## config.mk

```make
export PLATFORM = sky130hd
export DESIGN_NAME = elevator_ctrl_n_flat
export DESIGN_NICKNAME = d
export VERILOG_FILES = /design/src/rtl/elevator_ctrl_n_if.sv /design/src/rtl/elevator_ctrl_n.sv /design/src/flat_wrapper.sv
export SDC_FILE = /design/constraint.sdc
export NUM_CORES = 1
export LEC_CHECK = 0
export CAP_MARGIN = 25
export CORE_MARGIN = 2
export CORE_UTILIZATION = 46
export DETAILED_ROUTE_END_ITERATION = 16
export GPL_ROUTABILITY_DRIVEN = 0
export PLACE_DENSITY = 0.76
export SLEW_MARGIN = 25
export SYNTH_ARGS = -nofsm -noshare
export SYNTH_HDL_FRONTEND = slang
export SYNTH_SLANG_ARGS = --single-unit
```

## constraint.sdc

```tcl
create_clock -name clk -period 2.05 [get_ports clk]
set_input_delay 0.41 -clock clk [delete_from_list [all_inputs] [get_ports clk]]
set_output_delay 0.41 -clock clk [all_outputs]
set_load 0.05 [all_outputs]
```

## src/rtl/elevator_ctrl_n_if.sv

```systemverilog
// rtl/elevator_ctrl_n_if.sv - pad-side bundle between buttons/sensors, elevator controller and motor/door drivers
interface elevator_ctrl_n_if #(
    parameter int FLOORS = 4,
    parameter int FW     = $clog2(FLOORS)
);
    logic [FLOORS-1:0] floor_sns;
    logic [FLOORS-1:0] cab_req;
    logic [FLOORS-1:0] hall_up;
    logic [FLOORS-1:0] hall_dn;
    logic [1:0]        motor;
    logic [FW-1:0]     display;
    logic              door_open;
    logic [FLOORS-1:0] cab_lit;
    logic [FLOORS-1:0] up_lit;
    logic [FLOORS-1:0] dn_lit;

    modport master (
        output floor_sns, cab_req, hall_up, hall_dn,
        input  motor, display, door_open, cab_lit, up_lit, dn_lit
    );

    modport slave (
        input  floor_sns, cab_req, hall_up, hall_dn,
        output motor, display, door_open, cab_lit, up_lit, dn_lit
    );
endinterface

```

## src/rtl/elevator_ctrl_n.sv

```systemverilog
// rtl/elevator_ctrl_n.sv - N-floor collective-selective elevator controller with timed door
module elevator_ctrl_n #(
    parameter int FLOORS      = 4,
    parameter int FW          = $clog2(FLOORS),
    parameter int DOOR_CYCLES = 8
) (
    input  logic             clk,
    input  logic             rst_n,
    elevator_ctrl_n_if.slave bus
);
    localparam int TW = $clog2(DOOR_CYCLES);
    localparam logic [TW-1:0]     T_LOAD = TW'(DOOR_CYCLES - 1);
    localparam logic [FLOORS-1:0] ONE    = FLOORS'(1);
    localparam logic [FLOORS-1:0] UP_OK  = ~(ONE << (FLOORS - 1));
    localparam logic [FLOORS-1:0] DN_OK  = ~ONE;
    localparam logic              DIR_UP = 1'b0;
    localparam logic              DIR_DN = 1'b1;

    typedef enum logic [1:0] {S_IDLE, S_UP, S_DOWN, S_DOOR} state_t;

    state_t            state_q;
    logic              dir_q;
    logic [FW-1:0]     cur_q;
    logic [TW-1:0]     timer_q;
    logic [1:0]        motor_q;
    logic              door_q;
    logic [FLOORS-1:0] cab_q, up_q, dn_q;

    function automatic logic any_above(input logic [FLOORS-1:0] m, input logic [FW-1:0] f);
        any_above = 1'b0;
        for (int i = 0; i < FLOORS; i++)
            if (i > int'(f) && m[i]) any_above = 1'b1;
    endfunction

    function automatic logic any_below(input logic [FLOORS-1:0] m, input logic [FW-1:0] f);
        any_below = 1'b0;
        for (int i = 0; i < FLOORS; i++)
            if (i < int'(f) && m[i]) any_below = 1'b1;
    endfunction

    logic [FLOORS-1:0] pend, cur_oh, at_door;
    logic [FLOORS-1:0] cab_set, up_set, dn_set;
    logic [FLOORS-1:0] clr_cab, clr_up, clr_dn;
    logic [FW-1:0]     sns_idx, door_flr;
    logic              sns_valid, arrive, stop_up, stop_dn;
    logic              above, below, restart, enter_door;

    assign pend      = cab_q | up_q | dn_q;
    assign cur_oh    = ONE << cur_q;
    assign sns_valid = $onehot(bus.floor_sns);
    assign arrive    = sns_valid && (sns_idx != cur_q);
    assign above     = any_above(pend, cur_q);
    assign below     = any_below(pend, cur_q);

    always_comb begin
        sns_idx = '0;
        for (int i = 0; i < FLOORS; i++)
            if (bus.floor_sns[i]) sns_idx = FW'(i);
    end

    assign stop_up = cab_q[sns_idx] | up_q[sns_idx] | ~any_above(pend, sns_idx)
                   | (sns_idx == FW'(FLOORS - 1));
    assign stop_dn = cab_q[sns_idx] | dn_q[sns_idx] | ~any_below(pend, sns_idx)
                   | (sns_idx == '0);

    // Presses at the floor whose door is open only extend the dwell.
    assign at_door = (state_q == S_DOOR) ? cur_oh : '0;
    assign cab_set = bus.cab_req & ~at_door;
    assign up_set  = bus.hall_up & UP_OK & ~at_door;
    assign dn_set  = bus.hall_dn & DN_OK & ~at_door;
    assign restart = |((bus.cab_req | (bus.hall_up & UP_OK) | (bus.hall_dn & DN_OK)) & at_door);

    always_comb begin
        enter_door = 1'b0;
        door_flr   = cur_q;
        case (state_q)
            S_IDLE: enter_door = pend[cur_q];
            S_UP: begin
                enter_door = arrive && stop_up;
                door_flr   = sns_idx;
            end
            S_DOWN: begin
                enter_door = arrive && stop_dn;
                door_flr   = sns_idx;
            end
            default: ;
        endcase
    end

    // Clearing on door entry; the opposite hall call is answered only when the car will turn here.
    always_comb begin
        clr_cab = '0;
        clr_up  = '0;
        clr_dn  = '0;
        if (enter_door) begin
            clr_cab[door_flr] = 1'b1;
            if (dir_q == DIR_UP) begin
                clr_up[door_flr] = 1'b1;
                if (!any_above(pend, door_flr)) clr_dn[door_flr] = 1'b1;
            end else begin
                clr_dn[door_flr] = 1'b1;
                if (!any_below(pend, door_flr)) clr_up[door_flr] = 1'b1;
            end
        end
    end

    always_ff @(posedge clk or negedge rst_n) begin
        if (!rst_n) begin
            state_q <= S_IDLE;
            dir_q   <= DIR_UP;
            cur_q   <= '0;
            timer_q <= '0;
            motor_q <= 2'b00;
            door_q  <= 1'b0;
            cab_q   <= '0;
            up_q    <= '0;
            dn_q    <= '0;
        end else begin
            cab_q <= (cab_q | cab_set) & ~clr_cab;
            up_q  <= (up_q  | up_set)  & ~clr_up;
            dn_q  <= (dn_q  | dn_set)  & ~clr_dn;
            if (sns_valid) cur_q <= sns_idx;

            case (state_q)
                S_IDLE: begin
                    if (enter_door) begin
                        state_q <= S_DOOR;
                        door_q  <= 1'b1;
                        timer_q <= T_LOAD;
                    end else if (above) begin
                        state_q <= S_UP;
                        dir_q   <= DIR_UP;
                        motor_q <= 2'b01;
                    end else if (below) begin
                        state_q <= S_DOWN;
                        dir_q   <= DIR_DN;
                        motor_q <= 2'b10;
                    end
                end
                S_UP, S_DOWN: begin
                    if (enter_door) begin
                        state_q <= S_DOOR;
                        motor_q <= 2'b00;
                        door_q  <= 1'b1;
                        timer_q <= T_LOAD;
                    end
                end
                default: begin
                    if (restart) begin
                        timer_q <= T_LOAD;
                    end else if (timer_q != '0) begin
                        timer_q <= timer_q - 1'b1;
                    end else begin
                        door_q <= 1'b0;
                        if ((dir_q == DIR_UP && above) || (dir_q == DIR_DN && above && !below)) begin
                            state_q <= S_UP;
                            dir_q   <= DIR_UP;
                            motor_q <= 2'b01;
                        end else if (below) begin
                            state_q <= S_DOWN;
                            dir_q   <= DIR_DN;
                            motor_q <= 2'b10;
                        end else begin
                            state_q <= S_IDLE;
                        end
                    end
                end
            endcase
        end
    end

    assign bus.motor     = motor_q;
    assign bus.display   = cur_q;
    assign bus.door_open = door_q;
    assign bus.cab_lit   = cab_q;
    assign bus.up_lit    = up_q;
    assign bus.dn_lit    = dn_q;
endmodule

```

## src/flat_wrapper.sv

```systemverilog
// flat-port wrapper written by rule: the top's interface ports become plain ports
module elevator_ctrl_n_flat 
#(
    parameter int FLOORS      = 4,
    parameter int FW          = $clog2(FLOORS),
    parameter int DOOR_CYCLES = 8
)
  (clk, rst_n, bus_floor_sns, bus_cab_req, bus_hall_up, bus_hall_dn, bus_motor, bus_display, bus_door_open, bus_cab_lit, bus_up_lit, bus_dn_lit);
  elevator_ctrl_n_if #(.FLOORS(FLOORS), .FW(FW)) bus_i ();
  input  logic clk;
  input  logic rst_n;
  input wire logic [$bits(bus_i.floor_sns)-1:0] bus_floor_sns;
  input wire logic [$bits(bus_i.cab_req)-1:0] bus_cab_req;
  input wire logic [$bits(bus_i.hall_up)-1:0] bus_hall_up;
  input wire logic [$bits(bus_i.hall_dn)-1:0] bus_hall_dn;
  output wire logic [$bits(bus_i.motor)-1:0] bus_motor;
  output wire logic [$bits(bus_i.display)-1:0] bus_display;
  output wire logic [$bits(bus_i.door_open)-1:0] bus_door_open;
  output wire logic [$bits(bus_i.cab_lit)-1:0] bus_cab_lit;
  output wire logic [$bits(bus_i.up_lit)-1:0] bus_up_lit;
  output wire logic [$bits(bus_i.dn_lit)-1:0] bus_dn_lit;
  assign bus_i.floor_sns = bus_floor_sns;
  assign bus_i.cab_req = bus_cab_req;
  assign bus_i.hall_up = bus_hall_up;
  assign bus_i.hall_dn = bus_hall_dn;
  assign bus_motor = bus_i.motor;
  assign bus_display = bus_i.display;
  assign bus_door_open = bus_i.door_open;
  assign bus_cab_lit = bus_i.cab_lit;
  assign bus_up_lit = bus_i.up_lit;
  assign bus_dn_lit = bus_i.dn_lit;
  elevator_ctrl_n #(.FLOORS(FLOORS), .FW(FW), .DOOR_CYCLES(DOOR_CYCLES)) u_core (.clk(clk), .rst_n(rst_n), .bus(bus_i));
endmodule
```

==> impl_metrics.csv <==
group,metric,value,unit
status,status,"finished with violations",
status,violations,"setup timing",
floorplanning,die_y,64.64,µm
clock_tree,clk_path_buf_depth,2,
worst_setup_path,r2r_setup_slack,-80,ps
global_routing,track_usage,0.2620,
clock_tree,root_buffer,"clkbuf_8",
floorplanning,dieArea,4178,µm²
power_and_ir_drop,p_leak,1.079,nW
worst_setup_path,critPathMaxStageDelay,460,ps
timing,hold_violations,0,
worst_setup_path,worst_r2r_path_depth,7,
logic_synthesis,synth_top_family_by_area,"compound AO/OA/AOI/OAI gates",
timing,rsz0062_at_grt,"yes",
global_routing,antenna_found_initial,0,
logic_synthesis,seq_area_frac_synth,0.3402,
placement,dpl.hpwl,3.970,mm
worst_setup_path,r2r-start,"u_core.state_q[1]",
logic_synthesis,netlist_instances,197,
logic_synthesis,avgSynthCellArea,8.587,µm²
power_and_ir_drop,total_power,4.011,mW
worst_setup_path,cpLargestDelayFamily,"adder cells",
logic_synthesis,synth_edf_count,0,
finish,post-route-util,0.7130,
job,maxCapViolCount,0,
detailed_routing,routed_wl,5.023,mm
worst_setup_path,cp-start-kind,"input port",
timing,fin_setup_tns,-3636,ps
timing,max_freq,436.8,MHz
worst_setup_path,cpMostUsedCell,"ha_4",
worst_setup_path,r2r_end,"u_core.bus.motor[0]",
timing,finClkSkew,6.924,ps
logic_synthesis,synth-compound-area-share,0.3247,
finish,syn2layout_area_growth,52.00,%
placement,place_area,2480,µm²
timing,fin_crit,2289,ps
detailed_routing,viasPerCell,5.857,
worst_setup_path,crit_buf_inv,2,
power_and_ir_drop,vdd.ir_drop.worst,1029,µV
global_routing,grt_max_degree,24,
timing,tightest_slew,532.6,ps
detailed_routing,vias,1880,
timing,setup_viol,21,
worst_setup_path,arrival,2450,ps
logic_synthesis,muxShareOfSynthArea,0.03180,
logic_synthesis,synth.largest_area_cell,"dfrtp_1",
floorplanning,start_util,0.4691,
finish,diodes,0,
clock_tree,clkSinkCount,23,
global_routing,grt.overflow.total,0,
floorplanning,ios,35,
worst_setup_path,cp-startpoint,"bus_floor_sns[2]",
detailed_routing,first_iter_violations,106,
clock_tree,cts-buffers-inserted,3,
clock_tree,path_clk_slew,80,ps
logic_synthesis,synth_warnings,0,
finish,drive_gt1_frac,0.3260,
floorplanning,die_w,64.64,µm
worst_setup_path,path_class,"in2reg",
worst_setup_path,required,2220,ps
finish,final_area,2571,µm²
timing,relSlewSlack,0.6428,
logic_synthesis,synth_top_area_share,0.3402,
detailed_routing,drc,0,
clock_tree,cts_tree,"yes",
global_routing,grt_first_pass_wirelength,8.473,mm
timing,slew_violations,0,
logic_synthesis,synth-simple-area-share,0.1605,
clock_tree,htreeDepth,1,
logic_synthesis,synthTopCellsByArea,"dfrtp_1 34%, a21oi_1 8.0%, ha_1 6.7%",
global_routing,grt_pass1_vias,1868,
worst_setup_path,cp_max_fo,4,
clock_tree,ctsHoldBuffers,0,
logic_synthesis,netlist_area,1692,µm²
worst_hold_path,min-delay-path-class,"in2async",
worst_setup_path,worst-path-stages,10,
timing,fin_crit_sh,1.117,
floorplanning,design.core.area,3606,µm²
detailed_routing,drt_pass1_iterations,4,
detailed_routing,drtAntennaViolNets,0,
worst_setup_path,endpoint,"u_core.bus.motor[0]",
detailed_routing,wl_per_cell,15.65,µm
logic_synthesis,synth-seq-cells,23,
worst_setup_path,cp-end-kind,"flip-flop",
placement,io_buffers,32,
logic_synthesis,synthAdderAreaFrac,0.07840,
logic_synthesis,ys_types,51,
logic_synthesis,synth.net_count,225,
finish,nets,302,
logic_synthesis,synthArstFlopShare,1.000,
timing,worst_slack,-239.2,ps
clock_tree,insertion_delay,270,ps
power_and_ir_drop,power_density,1560,nW/µm²
worst_setup_path,path_cells,"buf_8 -> inv_4 -> ha_4 -> ha_4 -> fa_1 -> nor3b_2 -> and3_1 -> o221a_4 -> a32oi_4 -> mux2_4",
floorplanning,fp-row-count,22,
worst_setup_path,crit_path_top_delay_cell,"fa_1",
logic_synthesis,synth_flop_cell,"dfrtp_1",
logic_synthesis,synthXorXnorAreaFrac,0.01036,
[timing repair]
item                                    4_1_cts  5_1_grt
endpoints found under the setup margin       23       21
setup buffers                                 1        0
gates resized for setup                      27        3
pin swaps                                     8        6
[per-stage QoR]
stage               hold WS [ps]  instances  setup WS [ps]
finish                     480.7        321         -239.2
detailed placement         510.7        316          -1112
global placement           504.1        316          -1016
floorplan                  114.4        197         -411.1
global route               517.3        321         -339.2
CTS                        504.5        321         -287.8
[per-layer routing]
metal  track usage  vias up  part of all wire
met2        0.4505       63              0.48
met3       0.03993       17             0.050
met1        0.3315      906              0.45
met4        0.1011        0             0.026
li1              -      894                 -
met5             0        -                 0
[power by group]
| group | total, mW | internal (mW) | switching (mW) |
|---|---|---|---|
| registers | 0.788 | 0.613 | 0.175 |
| logic | 2.93 | 1.31 | 1.62 |
| clock network | 0.292 | 0.139 | 0.152 |
| total | 4.01 | 2.07 | 1.95 |
[cells in the mapped netlist, drive strengths merged, types with 4 or more instances]
cell and n:
nand2 8, dfrtp 23, a21oi 28, buf 4, a211oi 5, a21o 8
clkbuf 4, inv 14, or3 5, ha 9, nor2 13, nor3 13
o21ai 12, a31oi 6
[logic make-up (layout without fill, tap and decap cells)]
| logic type | Yosys count | count (layout) |
|---|---|---|
| AOI/OAI and AO/OA | 81 | 81 |
| xor gates and xnor gates | 2 | 2 |
| adders and majority gates | 10 | 10 |
| buffers and inverters | 23 | 99 |
| DFF | 23 | 23 |
| muxes | 4 | 4 |
| and+or+nand+nor | 54 | 54 |
[cell usage in the layout, fill, tap and decap left out, types with 2 or more instances in the layout]
cell type        synthesis  routed
buf_4                    0      51
clkdlybuf4s50_1          0      22
a21oi_1                 27      20
dfrtp_1                 23      20
nor2_1                  13      13
nor3_1                  13      13
inv_1                   13      11
o21ai_0                 11      11
a21o_1                   8       8
nand2_1                  8       8
a21oi_2                  1       7
a31oi_1                  6       6
ha_1                     9       6
or3_1                    5       5
a211oi_1                 5       5
buf_6                    0       4
nand3_1                  3       3
o41a_1                   3       3
ha_4                     0       3
clkbuf_8                 0       3
dfrtp_2                  0       3
or2_2                    2       2
xnor2_1                  2       2
and3_1                   2       2
and2_1                   2       2
o211ai_1                 2       2
mux2i_1                  2       2
buf_8                    0       2
[sequential cells by signal, indices dropped and copies added (netlist names)]
signal,cells
u_core.timer_q,3
u_core.bus.up_lit,4
u_core.bus.motor,2
u_core.bus.door_open,1
u_core.dir_q,1
u_core.bus.cab_lit,4
u_core.state_q,2
u_core.bus.display,2
u_core.bus.dn_lit,4
[area by class of cell]
class	instances	area, µm²
Timing Repair Buffer	80	683.2
Clock buffer	4	45.04
Sequential cell	23	579.3
Tap cell	48	60.06
Inverter	15	71.32
Fill cell	272	1035
Multi-Input combinational cell	151	1132
[worst min-delay path by stage]
| stage | startpoint | to | cells past startpoint |
|---|---|---|---|
| 2_1_floorplan | rst_n | u_core.bus.cab_lit[0] | 0 |
| 3_3_place_gp | u_core.bus.door_open | u_core.bus.door_open | 1 |
| 3_5_place_dp | u_core.state_q[0] | u_core.state_q[0] | 1 |
| 4_1_cts | rst_n | u_core.bus.display[0] | 2 |
| 5_1_grt | rst_n | u_core.bus.motor[0] | 2 |
| 6_report | rst_n | u_core.bus.motor[0] | 2 |
Power figures use the tool's default switching activity.
